--- config.mk ---
export PLATFORM = sky130hd
export DESIGN_NAME = trs_dl_loader
export DESIGN_NICKNAME = d
export VERILOG_FILES = /design/src/rtl/trs_dl_loader.sv
export SDC_FILE = /design/constraint.sdc
export NUM_CORES = 1
export LEC_CHECK = 0
export CORE_UTILIZATION = 33
export DETAILED_ROUTE_END_ITERATION = 16
export PLACE_DENSITY = 0.68
export SYNTH_ARGS = -nofsm -noshare
export SYNTH_HDL_FRONTEND = slang
export SYNTH_SLANG_ARGS = --single-unit
--- constraint.sdc ---
create_clock -name clk_sys -period 2.3 [get_ports clk_sys]
set_clock_uncertainty 0.1 [all_clocks]
set_input_delay 0.46 -clock clk_sys [delete_from_list [all_inputs] [get_ports clk_sys]]
set_output_delay 0.46 -clock clk_sys [all_outputs]
set_load 0.05 [all_outputs]
--- src/rtl/trs_dl_loader.sv ---
// Loader from the hps_io download stream into trs80 RAM: parses /CMD records or passes raw images through.
// One-entry write buffer: a byte's write appears one cycle later, held until mem_ready; ioctl_wait stalls hps_io meanwhile.
module trs_dl_loader #(
  parameter int              ADDR_W    = 16,
  parameter logic [7:0]      CMD_INDEX = 8'd2,
  parameter logic [7:0]      RAW_INDEX = 8'd1,
  parameter logic [ADDR_W:0] RAW_BASE  = 17'h10000
) (
  input  logic              clk_sys,
  input  logic              reset_n,
  input  logic              ioctl_download,
  input  logic              ioctl_wr,
  input  logic [7:0]        ioctl_index,
  input  logic [15:0]       ioctl_addr,
  input  logic [7:0]        ioctl_dout,
  output logic              ioctl_wait,
  output logic              mem_wr,
  output logic [ADDR_W:0]   mem_addr,
  output logic [7:0]        mem_data,
  input  logic              mem_ready,
  output logic              loader_busy,
  output logic [ADDR_W-1:0] execute_addr,
  output logic              execute_enable,
  output logic              load_error
);

  typedef enum logic [3:0] {
    S_IDLE, S_TYPE, S_LEN1, S_ALO, S_AHI, S_DATA, S_LEN2, S_XLO,
    S_XHI, S_LENS, S_SKIP, S_ERR, S_DONE, S_RAW, S_FIN
  } state_t;

  state_t            state_q, state_d;
  logic              dl_q, dl_d;
  logic              busy_q, busy_d;
  logic              err_q, err_d;
  logic              exec_q, exec_d;
  logic              xfer_q, xfer_d;
  logic              is_cmd_q, is_cmd_d;
  logic [8:0]        cnt_q, cnt_d;
  logic [ADDR_W-1:0] ptr_q, ptr_d;
  logic [ADDR_W-1:0] xaddr_q, xaddr_d;
  logic              wr_vld_q, wr_vld_d;
  logic [ADDR_W:0]   waddr_q, waddr_d;
  logic [7:0]        wdata_q, wdata_d;

  logic              req;
  logic [ADDR_W:0]   req_addr;
  logic [7:0]        len_m2;
  logic              full;

  assign full           = wr_vld_q & ~mem_ready;
  assign ioctl_wait     = full;
  assign mem_wr         = wr_vld_q;
  assign mem_addr       = waddr_q;
  assign mem_data       = wdata_q;
  assign loader_busy    = busy_q;
  assign execute_addr   = xaddr_q;
  assign execute_enable = exec_q;
  assign load_error     = err_q;

  always_comb begin
    state_d  = state_q;
    dl_d     = ioctl_download;
    busy_d   = busy_q;
    err_d    = err_q;
    exec_d   = 1'b0;
    xfer_d   = xfer_q;
    is_cmd_d = is_cmd_q;
    cnt_d    = cnt_q;
    ptr_d    = ptr_q;
    xaddr_d  = xaddr_q;
    wr_vld_d = full;
    waddr_d  = waddr_q;
    wdata_d  = wdata_q;
    req      = 1'b0;
    req_addr = '0;
    len_m2   = ioctl_dout - 8'd2;

    if (ioctl_wr) begin
      case (state_q)
        S_TYPE: begin
          case (ioctl_dout)
            8'h01:        state_d = S_LEN1;
            8'h02:        state_d = S_LEN2;
            8'h00, 8'hFF: begin
              err_d   = 1'b1;
              state_d = S_ERR;
            end
            default:      state_d = S_LENS;
          endcase
        end
        S_LEN1: begin
          // Length counts the two address bytes; the 8-bit wrap maps 0/1/2 to 254/255/256.
          cnt_d   = (len_m2 == 8'd0) ? 9'd256 : {1'b0, len_m2};
          state_d = S_ALO;
        end
        S_ALO: begin
          ptr_d[7:0] = ioctl_dout;
          state_d    = S_AHI;
        end
        S_AHI: begin
          ptr_d[15:8] = ioctl_dout;
          state_d     = S_DATA;
        end
        S_DATA: begin
          req      = 1'b1;
          req_addr = {1'b0, ptr_q};
          ptr_d    = ptr_q + ADDR_W'(1);
          cnt_d    = cnt_q - 9'd1;
          if (cnt_q == 9'd1) state_d = S_TYPE;
        end
        S_LEN2: state_d = S_XLO;
        S_XLO: begin
          xaddr_d[7:0] = ioctl_dout;
          state_d      = S_XHI;
        end
        S_XHI: begin
          xaddr_d[15:8] = ioctl_dout;
          xfer_d        = 1'b1;
          state_d       = S_DONE;
        end
        S_LENS: begin
          cnt_d   = (ioctl_dout == 8'd0) ? 9'd256 : {1'b0, ioctl_dout};
          state_d = S_SKIP;
        end
        S_SKIP: begin
          cnt_d = cnt_q - 9'd1;
          if (cnt_q == 9'd1) state_d = S_TYPE;
        end
        S_RAW: begin
          req      = 1'b1;
          req_addr = RAW_BASE + (ADDR_W+1)'(ioctl_addr);
        end
        default: ;
      endcase
    end

    // A strobe into a still-full buffer keeps the old entry and flags the load as bad.
    if (ioctl_wr && busy_q && full) begin
      err_d = 1'b1;
    end else if (req) begin
      wr_vld_d = 1'b1;
      waddr_d  = req_addr;
      wdata_d  = ioctl_dout;
    end

    if (state_q == S_IDLE) begin
      if (ioctl_download && !dl_q) begin
        if (ioctl_index == CMD_INDEX) begin
          busy_d   = 1'b1;
          err_d    = 1'b0;
          xfer_d   = 1'b0;
          is_cmd_d = 1'b1;
          state_d  = S_TYPE;
        end else if (ioctl_index == RAW_INDEX) begin
          busy_d   = 1'b1;
          err_d    = 1'b0;
          xfer_d   = 1'b0;
          is_cmd_d = 1'b0;
          state_d  = S_RAW;
        end
      end
    end else if (state_q == S_FIN) begin
      if (!wr_vld_q) begin
        busy_d  = 1'b0;
        exec_d  = is_cmd_q & xfer_q & ~err_q;
        state_d = S_IDLE;
      end
    end else if (!ioctl_download && dl_q) begin
      // Judged on the state after any byte arriving with the falling edge.
      if (is_cmd_q && state_d != S_TYPE && state_d != S_DONE) err_d = 1'b1;
      state_d = S_FIN;
    end
  end

  always_ff @(posedge clk_sys) begin
    if (!reset_n) begin
      state_q  <= S_IDLE;
      dl_q     <= 1'b1;  // a download still high when reset lifts must not restart
      busy_q   <= 1'b0;
      err_q    <= 1'b0;
      exec_q   <= 1'b0;
      xfer_q   <= 1'b0;
      is_cmd_q <= 1'b0;
      cnt_q    <= '0;
      ptr_q    <= '0;
      xaddr_q  <= '0;
      wr_vld_q <= 1'b0;
      waddr_q  <= '0;
      wdata_q  <= '0;
    end else begin
      state_q  <= state_d;
      dl_q     <= dl_d;
      busy_q   <= busy_d;
      err_q    <= err_d;
      exec_q   <= exec_d;
      xfer_q   <= xfer_d;
      is_cmd_q <= is_cmd_d;
      cnt_q    <= cnt_d;
      ptr_q    <= ptr_d;
      xaddr_q  <= xaddr_d;
      wr_vld_q <= wr_vld_d;
      waddr_q  <= waddr_d;
      wdata_q  <= wdata_d;
    end
  end

endmodule

==> out/results.ini <==
[finish]
multi_input_area_um2=2644
layout.nets=709
fin_cells=845
seqCellArea_um2=1544
n_antenna_cell=0
fillers=1279
final_layout_size_suffix_gt1_frac=0.1679
syn_to_final_growth_pct=39.73

[sta]
setup_viol=0
rsz0062_at_grt=true
relSlewSlack=0.5389
fin_crit_sh=0.9934
final-hold-violation-count=0
worst_pin_slew_ns=0.6901
fin_crit_ns=2.285
fmax_ghz=0.4377
worst_slack_ns=0.01525
final_max_slew_viol_count=0

[clock_network]
cts_root_buf=clkbuf_16
cts_hold_buf=0
cts.sinks=77
clk-insertion-delay-late_ns=0.35
cts_tree=done
htree_num_levels=3
post_cts_buffers=0
clk_pin_slew_ns=0.06
cts_max_path_buffers=2
numCtsBuffers=9

[worst_setup_path]
arrival_ns=2.42
critical_path.top_delay_family=simple AND/OR/NAND/NOR gates
critPathMaxStageDelay_ns=0.49
cp.required_ns=2.44
crit_chain=inv_1 > ha_1 > or4b_4 > or2_1 > o221a_1 > or3_1 > o211ai_2 > nand3_1
slowest_stage=or4b_4
worstSetupStartpointType=flop
criticalPathCategory=reg -> reg
end_kind=flop
cp_max_fo=3
crit_buf_inv=1

[routing]
final_antenna_net_count=0
drtIter0Drc=298
num_vias=4566
wire_per_inst_um=16.38
viasPerCell=5.404
first_pass_iters=5
wl_um=13840
drc_errors=0

[synthesis]
yosysSeqAreaShare=0.3544
async_reset_ff_frac=0
synth_area_per_cell_um2=7.893
synth_edf_count=0
synth_fp_nets=592
ys_seq_elements=77
yosysUniqueCellTypes=67
synthCells=551
ys_warn_count=0
synth.most_common_cell=dfxtp_1
yosysTopAreaCellShare=0.3544
synth_top_area_cell=dfxtp_1
synth_area_leaders=dfxtp_1, nor2_1, o21ai_0
synth_commonest_cells=dfxtp_1, nor2_1, nand2_1
ys.flop_type=dfxtp_1
syn_area_um2=4349

[power]
leakagePower_uw=0.002212
powerDensity_nw_per_um2=752.9
intPower_uw=2969
combPwrFrac=0.355
switchingPower_uw=1606
pwr-share-clk=0.293
p_seq_frac=0.352
swShare=0.3510
vdd_drop_max_mv=0.4893

[die]
die_y_um=116.8
dieWidth_um=116.8
core_area_um2=12720
start_util=0.3419
io_pins=83
fp-row-count=41
die-area_um2=13640

[placed_design]
dpl.hpwl_um=10030
routabilityCongestion=0.8715
dp_worst_setup_slack_ns=-0.3060
numPortBuffers=82
dp_cells=829

[grt]
grt_pass1_vias=4486
grt_pass1_wl_um=22260
antenna_found_initial=0
grt_max_degree=38
overflow=0
grt_usage=0.2121

[run_status]
status=finished clean

[job]
drv_cap=0

[worst_hold_path]
min_path_type=reg -> reg

-- cells in the final DEF, fill, tap and decap left out, types with 5 or more instances in the layout --
cell	count
a21boi_0	18
a21oi_1	31
a221oi_1	17
a31oi_1	10
and2_1	6
and3_1	7
buf_4	66
clkbuf_16	9
clkdlybuf4s50_1	80
dfxtp_1	75
inv_1	9
mux2i_1	13
nand2_1	49
nand2b_1	8
nand3_1	13
nand4_1	5
nor2_1	60
nor2b_1	22
nor3_1	11
nor3b_1	19
nor4_1	5
o21ai_0	38
or3_1	6
-- area by class of cell --
class,instances,share of cell area
timing repair buffer,150,0.2240
clock buffer,11,0.03994
clock inverter,5,0.005971
tap,172,0.03541
inverter,9,0.005559
sequential,77,0.2541
multi-input combinational,421,0.4350
-- cells by family (layout without fill, tap and decap cells) --
family,Yosys count,after routing,synth area share
multiplexers,13,13,0.02992
flip-flops,77,77,0.3544
adder cells (fa/ha/maj),4,4,0.01151
AND/OR/NAND/NOR,243,243,0.3006
XOR/XNOR,4,4,0.008057
buffers and inverters,53,175,0.05495
AO/OA/AOI/OAI,157,157,0.2405
-- path summary, 6_finish.rpt --
kind | cells past startpoint | end | start | slack [ns]
hold / removal | 2 | mem_data[0]$_SDFFE_PN0P_ | mem_data[0]$_SDFFE_PN0P_ | 0.37
setup / recovery | 8 | load_error$_SDFF_PN0_ | cnt_q[1]$_SDFFE_PN0P_ | 0.02
setup reg to reg | 8 | load_error$_SDFF_PN0_ | cnt_q[1]$_SDFFE_PN0P_ | 0.02
hold reg to reg | 2 | mem_data[0]$_SDFFE_PN0P_ | mem_data[0]$_SDFFE_PN0P_ | 0.37
-- worst min-delay path: cells and delay by family (launching register included) --
kind               cells  cell delay [ns]
AOI/OAI and AO/OA      1             0.06
DFF                    1             0.31
and+or+nand+nor        1             0.05
-- flip-flops by register name, indices dropped and copies added, names as in the netlist --
signal          cells
is_cmd_q            1
cnt_q               9
dl_q                1
execute_enable      1
mem_wr              1
ptr_q              16
xfer_q              1
mem_data            8
mem_addr           17
loader_busy         1
load_error          1
state_q             4
execute_addr       16
-- routing by layer --
metal  global-route usage  vias up  share of wire
met5                    0        -              0
met4              0.08945        0          0.019
met3              0.04789       19          0.047
met2               0.3452      119           0.46
met1               0.2704     2185           0.47
li1                     -     2243              -
-- power by group through the flow --
stage	logic, µW	clock network (µW)	registers (µW)
after CTS	1600	1370	1610
after global placement	1580	0	1630
after detailed placement	1590	0	1630
after global routing	1770	1430	1630
after floorplan	880	0	1740
final	1620	1340	1610
-- through the flow --
stage / area [µm²] / TNS [ns] / hold WS, ns / utilization / total power, µW
detailed placement: 5743 / -2.997 / 0.3662 / 0.4514 / 3223
CTS: 6026 / 0 / 0.3745 / 0.4736 / 4577
global route: 6077 / -0.06798 / 0.3971 / 0.4777 / 4834
floorplan: 4357 / 0 / 0.3407 / - / 2618
global placement: 5743 / -2.780 / 0.3582 / 0.4514 / 3206
finish: 6077 / 0 / 0.3699 / 0.4777 / 4575
-- what timing repair did --
action | CTS | global route
cloned | 0 | 0
pin swaps | 0 | 1
setup endpoints to repair | 1 | 11
gates resized for setup | 1 | 14
(Power assumes the default switching activity.)
